## src/rtl/mic1_run_sequencer_if.sv

```systemverilog
// Button, breakpoint and status bundle between the board top level and mic1_run_sequencer.
interface mic1_run_sequencer_if #(
  parameter int MPC_W = 9,
  parameter int CNT_W = 32
);
  logic             btn_run;
  logic             btn_step;
  logic             btn_stop;
  logic             bp_valid;
  logic [MPC_W-1:0] bp_addr;
  logic [MPC_W-1:0] mpc;
  logic             mic1_run;
  logic             led_run;
  logic             led_idle;
  logic             halted;
  logic [CNT_W-1:0] cycle_count;

  modport master (
    output btn_run, btn_step, btn_stop, bp_valid, bp_addr, mpc,
    input  mic1_run, led_run, led_idle, halted, cycle_count
  );

  modport slave (
    input  btn_run, btn_step, btn_stop, bp_valid, bp_addr, mpc,
    output mic1_run, led_run, led_idle, halted, cycle_count
  );
endinterface

```

## src/rtl/mic1_run_sequencer.sv

```systemverilog
// Run-control sequencer for mic1_soc: run/step/stop buttons to mic1_run, with run limit and cycle count.
// Define MIC1_BREAKPOINT_EN to halt RUN when mpc matches an armed breakpoint address.
module mic1_run_sequencer #(
  parameter int STEP_CYCLES = 1,
  parameter int RUN_LIMIT   = 0,
  parameter int CNT_W       = 32,
  parameter int MPC_W       = 9
) (
  input logic                 clk,
  input logic                 resetn,
  mic1_run_sequencer_if.slave bus
);

  typedef enum logic [1:0] {IDLE, RUN, STEP, HALT} state_t;

  localparam int SC_W = (STEP_CYCLES > 1) ? $clog2(STEP_CYCLES) : 1;
  localparam logic [SC_W-1:0]  STEP_LAST = SC_W'(STEP_CYCLES - 1);
  localparam logic [CNT_W-1:0] RUN_LAST  = CNT_W'((RUN_LIMIT > 0) ? RUN_LIMIT - 1 : 0);

  state_t           state;
  state_t           state_nxt;
  logic [CNT_W-1:0] run_cnt;
  logic [SC_W-1:0]  step_cnt;
  logic [CNT_W-1:0] cycle_cnt;
  logic             step_prev;
  logic             step_edge;
  logic             run_active;
  logic             bp_hit;
  logic [MPC_W-1:0] mpc_val;

  assign mpc_val    = bus.mpc;
  assign step_edge  = bus.btn_step & ~step_prev;
  assign run_active = (state == RUN) || (state == STEP);

`ifdef MIC1_BREAKPOINT_EN
  // The first RUN cycle ignores a match so RUN can resume from the breakpoint address.
  logic run_first;

  always_ff @(posedge clk) begin
    if (!resetn) run_first <= 1'b0;
    else         run_first <= (state_nxt == RUN) && (state != RUN);
  end

  assign bp_hit = !run_first && bus.bp_valid && (mpc_val == bus.bp_addr);
`else
  logic [2*MPC_W:0] unused_bp;
  assign unused_bp = {bus.bp_valid, bus.bp_addr, mpc_val};
  assign bp_hit    = 1'b0;
`endif

  always_comb begin
    state_nxt = state;
    case (state)
      IDLE: begin
        if (bus.btn_stop)     state_nxt = IDLE;
        else if (bus.btn_run) state_nxt = RUN;
        else if (step_edge)   state_nxt = STEP;
      end
      RUN: begin
        if (bus.btn_stop)                             state_nxt = IDLE;
        else if ((RUN_LIMIT != 0) && (run_cnt == RUN_LAST)) state_nxt = HALT;
        else if (bp_hit)                              state_nxt = HALT;
      end
      STEP: begin
        if (bus.btn_stop || (step_cnt == '0)) state_nxt = IDLE;
      end
      HALT: begin
        if (bus.btn_stop) state_nxt = IDLE;
      end
      default: state_nxt = IDLE;
    endcase
  end

  // run_cnt is held at zero outside RUN, so it is already cleared on every RUN entry.
  always_ff @(posedge clk) begin
    if (!resetn) begin
      state     <= IDLE;
      step_prev <= 1'b1;
      run_cnt   <= '0;
      step_cnt  <= '0;
      cycle_cnt <= '0;
    end else begin
      state     <= state_nxt;
      step_prev <= bus.btn_step;
      if (state == RUN) run_cnt <= run_cnt + 1'b1;
      else              run_cnt <= '0;
      if (state == IDLE)                         step_cnt <= STEP_LAST;
      else if ((state == STEP) && (step_cnt != '0)) step_cnt <= step_cnt - 1'b1;
      if (run_active && (cycle_cnt != '1)) cycle_cnt <= cycle_cnt + 1'b1;
    end
  end

  assign bus.mic1_run    = run_active;
  assign bus.led_run     = run_active;
  assign bus.led_idle    = !run_active;
  assign bus.halted      = (state == HALT);
  assign bus.cycle_count = cycle_cnt;

endmodule

```

## src/flat_wrapper.sv

```systemverilog
// flat-port wrapper written by rule: the top's interface ports become plain ports
module mic1_run_sequencer_flat 
#(
  parameter int STEP_CYCLES = 1,
  parameter int RUN_LIMIT   = 0,
  parameter int CNT_W       = 32,
  parameter int MPC_W       = 9
)
  (clk, resetn, bus_btn_run, bus_btn_step, bus_btn_stop, bus_bp_valid, bus_bp_addr, bus_mpc, bus_mic1_run, bus_led_run, bus_led_idle, bus_halted, bus_cycle_count);
  mic1_run_sequencer_if #(.MPC_W(MPC_W), .CNT_W(CNT_W)) bus_i ();
  input logic clk;
  input logic resetn;
  input wire logic [$bits(bus_i.btn_run)-1:0] bus_btn_run;
  input wire logic [$bits(bus_i.btn_step)-1:0] bus_btn_step;
  input wire logic [$bits(bus_i.btn_stop)-1:0] bus_btn_stop;
  input wire logic [$bits(bus_i.bp_valid)-1:0] bus_bp_valid;
  input wire logic [$bits(bus_i.bp_addr)-1:0] bus_bp_addr;
  input wire logic [$bits(bus_i.mpc)-1:0] bus_mpc;
  output wire logic [$bits(bus_i.mic1_run)-1:0] bus_mic1_run;
  output wire logic [$bits(bus_i.led_run)-1:0] bus_led_run;
  output wire logic [$bits(bus_i.led_idle)-1:0] bus_led_idle;
  output wire logic [$bits(bus_i.halted)-1:0] bus_halted;
  output wire logic [$bits(bus_i.cycle_count)-1:0] bus_cycle_count;
  assign bus_i.btn_run = bus_btn_run;
  assign bus_i.btn_step = bus_btn_step;
  assign bus_i.btn_stop = bus_btn_stop;
  assign bus_i.bp_valid = bus_bp_valid;
  assign bus_i.bp_addr = bus_bp_addr;
  assign bus_i.mpc = bus_mpc;
  assign bus_mic1_run = bus_i.mic1_run;
  assign bus_led_run = bus_i.led_run;
  assign bus_led_idle = bus_i.led_idle;
  assign bus_halted = bus_i.halted;
  assign bus_cycle_count = bus_i.cycle_count;
  mic1_run_sequencer #(.STEP_CYCLES(STEP_CYCLES), .RUN_LIMIT(RUN_LIMIT), .CNT_W(CNT_W), .MPC_W(MPC_W)) u_core (.clk(clk), .resetn(resetn), .bus(bus_i));
endmodule
```

## config.mk

```make
export PLATFORM = sky130hd
export DESIGN_NAME = mic1_run_sequencer_flat
export DESIGN_NICKNAME = d
export VERILOG_FILES = /design/src/rtl/mic1_run_sequencer_if.sv /design/src/rtl/mic1_run_sequencer.sv /design/src/flat_wrapper.sv
export SDC_FILE = /design/constraint.sdc
export NUM_CORES = 1
export LEC_CHECK = 0
export ABC_AREA = 1
export CAP_MARGIN = 20
export CORE_UTILIZATION = 35
export CTS_BUF_LIST = sky130_fd_sc_hd__clkbuf_2 sky130_fd_sc_hd__clkbuf_4 sky130_fd_sc_hd__clkbuf_8
export CTS_CLUSTER_SIZE = 10
export DETAILED_ROUTE_END_ITERATION = 10
export PLACE_DENSITY = 0.67
export SYNTH_ARGS = -nofsm -noshare
export SYNTH_HDL_FRONTEND = slang
export SYNTH_SLANG_ARGS = --single-unit
```

## constraint.sdc

```tcl
create_clock -name clk -period 2.7 [get_ports clk]
set_input_delay 0.54 -clock clk [delete_from_list [all_inputs] [get_ports clk]]
set_output_delay 0.54 -clock clk [all_outputs]
set_load 0.01 [all_outputs]
```

==> results of run 1 <==
## kinds of logic after synthesis
kind of cell               after synthesis  synth area share (%)
and+or+nand+nor                        235                 45.99
buffers and inverters                   46                 10.46
DFF                                     36                 31.88
AOI/OAI and AO/OA                       31                 6.973
xor gates and xnor gates                 5                 1.937
adders and majority gates                5                 2.767
## routing by layer
layer,global-route usage [%],share of wire (%),up-vias
met5,0,0,-
met2,28.84,46,35
li1,-,-,1213
met3,3.407,3.5,7
met4,4.561,1.3,0
met1,22.81,49,1017
## synthesized netlist by cell type, drive strengths merged
| master | n | area, µm² |
|---|---|---|
| nand2 | 104 | 417.9 |
| nor2 | 82 | 350.3 |
| nand3 | 38 | 207.7 |
| dfxtp | 36 | 720.7 |
| inv | 36 | 135.1 |
| a21oi | 27 | 135.1 |
| buf | 10 | 101.3 |
| nand4 | 6 | 37.54 |
| ha | 5 | 62.56 |
| xor2 | 5 | 43.79 |
| nor3 | 4 | 20.02 |
| o21ai | 3 | 15.01 |
| a211oi | 1 | 7.510 |
| or2 | 1 | 6.260 |
## sequential cells by signal, indices dropped and copies added, names as in the netlist
signal	count
u_core.step_prev	1
u_core.state	2
u_core.step_cnt	1
u_core.bus.cycle_count	32
## final cells by class
class | count | share of cell area (%)
Clock buffer | 8 | 3.499
Inverter | 36 | 4.845
Multi-Input combinational cell | 276 | 46.75
Sequential cell | 36 | 25.84
Tap cell | 75 | 3.365
Timing Repair Buffer | 45 | 15.70
## placed cells by master, fill, tap and decap left out, drive strengths merged
cell and count:
a211oi 1, nor2 82, clkbuf 8, nor3 4
nand4 6, o21ai 3, a21oi 27, clkdlybuf4s50 40
xor2 5, or2 1, ha 5, nand2 104
buf 5, inv 36, dfxtp 36, nand3 38
## final timing paths
path	from	end	cells past startpoint	slack, ps
min	u_core.step_cnt	u_core.step_cnt	2	430
max reg2reg	u_core.state[1]	u_core.bus.cycle_count[31]	11	770
min reg2reg	u_core.step_cnt	u_core.step_cnt	2	430
max	u_core.state[0]	bus_led_idle	4	370
## metrics by stage
stage	utilization [%]	hold WS, ps
4_1_cts	46.02	438.0
3_5_place_dp	44.41	427.5
3_3_place_gp	44.41	422.6
5_1_grt	46.02	461.5
2_1_floorplan	-	414.4
6_report	46.02	435.0
## power by group
group	internal [mW]	switching, mW
logic	0.0518	0.0624
clock network	0.228	0.192
registers	0.542	0.0149
total	0.822	0.270
## worst reg2reg max path, stage by stage (launching register included)
cell,delay [ps]
sky130_fd_sc_hd__dfxtp_1,380
sky130_fd_sc_hd__inv_1,80
sky130_fd_sc_hd__ha_1,360
sky130_fd_sc_hd__inv_2,100
sky130_fd_sc_hd__nor2_1,110
sky130_fd_sc_hd__nand2_1,100
sky130_fd_sc_hd__nor2_4,150
sky130_fd_sc_hd__nand2_1,150
sky130_fd_sc_hd__nor2_1,190
sky130_fd_sc_hd__nand3_1,100
sky130_fd_sc_hd__nand2_1,70
sky130_fd_sc_hd__nor2_1,40
==> results.sh, run 1 <==
export IMPL_timing_slew_headroom_pct=81.20
export IMPL_hp_class="reg2reg"
export IMPL_gr_total_overflow=0
export IMPL_drcViolationCount=0
export IMPL_timing_critical_path_required_ps=2160
export IMPL_stdcell_area_mm2=0.002789
export IMPL_cap_violations=0
export IMPL_cellPowerDensity_mw_per_mm2=391.3
export IMPL_path_delay_family="buffers and inverters"
export IMPL_slowest_cp_cell="sky130_fd_sc_hd__clkdlybuf4s50_1"
export IMPL_postSynthNetCount=387
export IMPL_gp_congestion=0.8190
export IMPL_number_of_different_library_cells_in_the_post_synthesis_netlist=24
export IMPL_yosys_warnings=0
export IMPL_max_freq_mhz=429.0
export IMPL_antenna_cells_inserted=0
export IMPL_power_mw=1.091
export IMPL_synth_seq_area_share_pct=31.88
export IMPL_finalHoldViolations=0
export IMPL_worstSetupEndpointType="output pin"
export IMPL_cts_htree_levels=2
export IMPL_path_cells="inv_1 > ha_1 > inv_2 > clkdlybuf4s50_1"
export IMPL_critPathLaunchType="flip-flop"
export IMPL_vias_in_the_first_global_route=1980
export IMPL_grt_antenna_before_repair=0
export IMPL_grt_first_pass_wirelength_um=9025
export IMPL_multiInputGateArea_mm2=0.001304
export IMPL_placedInstanceArea_mm2=0.002691
export IMPL_total_wirelength_um=5336
export IMPL_placement_rows=28
export IMPL_setup_total_negative_slack_ps=0
export IMPL_numPortBuffers=40
export IMPL_worst_slew_pin_slew_ps=279.8
export IMPL_vdd_drop_max_v=0.0001567
export IMPL_worst_setup_hold_path_clk_slew_ps=70
export IMPL_flow_area_growth_from_synthesis_pct=23.35
export IMPL_floorplan_initialDensity_pct=37.30
export IMPL_place_worst_setup_slack_ps=673.0
export IMPL_ratio_of_cells_with_drive_above_1_in_the_final_layout_pct=9.227
export IMPL_vertical_extent_of_the_die_um=82.37
export IMPL_post_cts_resized=0
export IMPL_final_cells=476
export IMPL_final_nets=429
export IMPL_static_power_due_to_leakage_nw=1.055
export IMPL_setup_ws_ps=369.3
export IMPL_cts_tree="built"
export IMPL_yosys_register_bits=36
export IMPL_setup_viol_count_final=0
export IMPL_root_buffer="sky130_fd_sc_hd__clkbuf_8"
export IMPL_netlist_instances=358
export IMPL_detailed_place_hpwl_um=4096
export IMPL_critical_path_n_buffers_inverters=3
export IMPL_critical_path_max_stage_delay_ps=550
export IMPL_seqCellArea_um2=720.7
export IMPL_insertion_delay_ps=290
export IMPL_timing_final_crit_share_pct=86.32
export IMPL_clkSinkCount=36
export IMPL_number_of_antenna_violating_nets_in_the_routed_design=0
export IMPL_worst_endpoint_arrival_ps=1790
export IMPL_crit_type="reg2out"
export IMPL_place_detailed_instances=468
export IMPL_cts_root_to_sink_buffers=2
export IMPL_syn_mean_instance_area_um2=6.315
export IMPL_cts_hold_fix_buffers=0
export IMPL_design_die_area_mm2=0.006785
export IMPL_ioPinCount=60
export IMPL_timing_max_transition_violations_final=0
export IMPL_final_period_minus_worst_setup_slack_ps=2331
export IMPL_setup_repair_after_global_routing_missed_its_margin="false"
export IMPL_detail_route_first_pass_iterations=4
export IMPL_coreArea_mm2=0.006061
export IMPL_via_count=2272
export IMPL_dieWidth_um=82.37
export IMPL_finClkSkew_ps=6.180
export IMPL_cp_max_fanout=6
export IMPL_tritoncts_num_buffers=5
export IMPL_route_detailed_vias_per_inst=4.773
export IMPL_wire_per_inst_um=11.21
export IMPL_drt_first_iter_violations=104
export IMPL_pin_count_of_the_biggest_net_entering_global_routing=22
export IMPL_grt_use_total_pct=17.36
export IMPL_synth_area_mm2=0.002261
export IMPL_cts_setup_buffers=0
export IMPL_final_fill_count=643
export IMPL_run_status="finished, final reports clean"
No activity file was read; power rests on OpenSTA's default activity.
==> run 2: changes to the inputs <==
--- a/config.mk
+++ b/config.mk
@@ -9,9 +9,10 @@
 export CAP_MARGIN = 20
 export CORE_UTILIZATION = 35
 export CTS_BUF_LIST = sky130_fd_sc_hd__clkbuf_2 sky130_fd_sc_hd__clkbuf_4 sky130_fd_sc_hd__clkbuf_8
-export CTS_CLUSTER_SIZE = 10
+export CTS_CLUSTER_SIZE = 8
 export DETAILED_ROUTE_END_ITERATION = 10
 export PLACE_DENSITY = 0.67
+export SETUP_SLACK_MARGIN = 0.1
 export SYNTH_ARGS = -nofsm -noshare
 export SYNTH_HDL_FRONTEND = slang
 export SYNTH_SLANG_ARGS = --single-unit
==> results of run 2 <==
The final DEF is identical to that of run 1; final timing and power are the same.
==> run 3: changes to the inputs <==
--- a/config.mk
+++ b/config.mk
@@ -12,6 +12,7 @@
 export CTS_CLUSTER_SIZE = 8
 export DETAILED_ROUTE_END_ITERATION = 10
 export PLACE_DENSITY = 0.67
+export RECOVER_POWER = 50
 export SETUP_SLACK_MARGIN = 0.1
 export SYNTH_ARGS = -nofsm -noshare
 export SYNTH_HDL_FRONTEND = slang
==> run 3 against run 2 <==
Net effect:
- hold slack barely moved
- critical path depth did not move
- register-to-register slack got worse by 230 ps
- largest cell class unchanged
- die area did not move
- critical path type unchanged
- sequential cell count did not move
- clock skew rose by 0.82 ps
- total power fell by 0.50%
- core utilization fell by 0.41 points
- final cell count did not move
- via count fell by 0.40%
==> results.sh, run 3 (synthesized netlist as in run 1, its figures left out) <==
export IMPL_timing_slew_headroom_pct=33.52
export IMPL_gr_total_overflow=0
export IMPL_cts_setup_buffers=0
export IMPL_worst_setup_hold_path_clk_slew_ps=70
export IMPL_setup_repair_after_global_routing_missed_its_margin="false"
export IMPL_max_freq_mhz=429.4
export IMPL_vias_in_the_first_global_route=1980
export IMPL_antenna_cells_inserted=0
export IMPL_final_common_cell="sky130_fd_sc_hd__nand2_1"
export IMPL_vdd_drop_max_v=0.0001571
export IMPL_crit_type="reg2out"
export IMPL_ioPinCount=60
export IMPL_total_wirelength_um=5316
export IMPL_vertical_extent_of_the_die_um=82.37
export IMPL_pin_count_of_the_biggest_net_entering_global_routing=22
export IMPL_slowest_cp_cell="sky130_fd_sc_hd__clkdlybuf4s50_1"
export IMPL_via_count=2263
export IMPL_worst_endpoint_arrival_ps=1790
export IMPL_number_of_flip_flops_under_the_largest_register_name=32
export IMPL_finClkSkew_ps=6.998
export IMPL_internal_power_mw=0.8176
export IMPL_timing_final_crit_share_pct=86.25
export IMPL_grt_antenna_before_repair=0
export IMPL_p_sw_mw=0.2683
export IMPL_cap_violations=0
export IMPL_cts_htree_levels=2
export IMPL_layout_cells_most_common_list="97 x sky130_fd_sc_hd__nand2_1, 76 x sky130_fd_sc_hd__nor2_1, 36 x sky130_fd_sc_hd__nand3_1, 36 x sky130_fd_sc_hd__dfxtp_1, 31 x sky130_fd_sc_hd__inv_1"
export IMPL_swShare_pct=24.70
export IMPL_drcViolationCount=0
export IMPL_gp_congestion=0.8190
export IMPL_final_fill_count=650
export IMPL_cp_max_fanout=6
export IMPL_power_mw=1.086
export IMPL_cts_hold_fix_buffers=0
export IMPL_design_die_area_mm2=0.006785
export IMPL_static_power_due_to_leakage_nw=1.122
export IMPL_grt_first_pass_wirelength_um=9025
export IMPL_placement_rows=28
export IMPL_timing_max_transition_violations_final=0
export IMPL_dieWidth_um=82.37
export IMPL_cts_root_to_sink_buffers=2
export IMPL_comb_power_share_pct=10.0
export IMPL_worstSetupEndpointType="output pin"
export IMPL_final_nets=429
export IMPL_root_buffer="sky130_fd_sc_hd__clkbuf_8"
export IMPL_timing_critical_path_required_ps=2160
export IMPL_setup_total_negative_slack_ps=0
export IMPL_detailed_place_hpwl_um=4096
export IMPL_path_cells="inv_1 > ha_1 > inv_2 > clkdlybuf4s50_1"
export IMPL_floorplan_initialDensity_pct=37.30
export IMPL_power_share_sequential_pct=51.2
export IMPL_ratio_of_cells_with_drive_above_1_in_the_final_layout_pct=7.980
export IMPL_flow_area_growth_from_synthesis_pct=22.25
export IMPL_clkSinkCount=36
export IMPL_route_detailed_vias_per_inst=4.754
export IMPL_grt_use_total_pct=17.36
export IMPL_hp_class="reg2reg"
export IMPL_seqCellArea_um2=720.7
export IMPL_power_frac_clock_pct=38.8
export IMPL_insertion_delay_ps=290
export IMPL_worst_slew_pin_slew_ps=997.3
export IMPL_drt_first_iter_violations=131
export IMPL_run_status="finished, final reports clean"
export IMPL_final_period_minus_worst_setup_slack_ps=2329
export IMPL_numPortBuffers=40
export IMPL_post_cts_resized=0
export IMPL_cellPowerDensity_mw_per_mm2=392.9
export IMPL_finalHoldViolations=0
export IMPL_number_of_antenna_violating_nets_in_the_routed_design=0
export IMPL_tritoncts_num_buffers=5
export IMPL_critPathLaunchType="flip-flop"
export IMPL_detail_route_first_pass_iterations=4
export IMPL_critical_path_max_stage_delay_ps=550
export IMPL_coreArea_mm2=0.006061
export IMPL_wire_per_inst_um=11.17
export IMPL_setup_viol_count_final=0
export IMPL_finalCoreUtilization_pct=45.60
export IMPL_multiInputGateArea_mm2=0.001286
export IMPL_cts_tree="built"
[run 3: critical path: cells and delay by family (launching register included)]
kind       cells  cell delay [ps]
flops          1              380
buf+inv        3              770
fa+ha+maj      1              360
[run 3: area by class of cell]
| cell class | count | area share (%) |
|---|---|---|
| Inverter | 36 | 4.889 |
| Multi-Input combinational cell | 276 | 46.54 |
| Sequential cell | 36 | 26.08 |
| Timing Repair Buffer | 45 | 15.57 |
| Clock buffer | 8 | 3.531 |
| Tap cell | 75 | 3.395 |
[run 3: routing by layer]
layer / track usage (%) / part of all wire, %
met2: 28.84 / 46
met3: 3.407 / 3.7
met5: 0 / 0
met1: 22.81 / 49
met4: 4.561 / 1.3
[run 3: power by group through the flow]
stage / clock network, mW / logic, mW / registers, mW
6_report: 0.421 / 0.109 / 0.556
5_1_grt: 0.452 / 0.123 / 0.558
3_3_place_gp: 0 / 0.113 / 0.569
3_5_place_dp: 0 / 0.115 / 0.569
4_1_cts: 0.428 / 0.116 / 0.556
2_1_floorplan: 0 / 0.0746 / 0.568
[run 3: path summary, 6_finish.rpt]
path,startpoint,to,slack (ps),cells after the start
worst max-delay path,u_core.state[0],bus_led_idle,370,4
worst min-delay path,u_core.step_cnt,u_core.step_cnt,430,2
worst min register to register,u_core.step_cnt,u_core.step_cnt,430,2
worst max register to register,u_core.bus.cycle_count[0],u_core.bus.cycle_count[1],540,10
[run 3: per-stage QoR]
step	std cells	area (µm²)	worst slack, ps	hold WS [ps]
2_1_floorplan	358	2261	887.3	414.4
3_3_place_gp	468	2691	681.8	422.6
3_5_place_dp	468	2691	673.0	427.5
4_1_cts	476	2789	356.7	438.0
5_1_grt	476	2764	201.3	461.5
6_report	476	2764	371.2	434.9
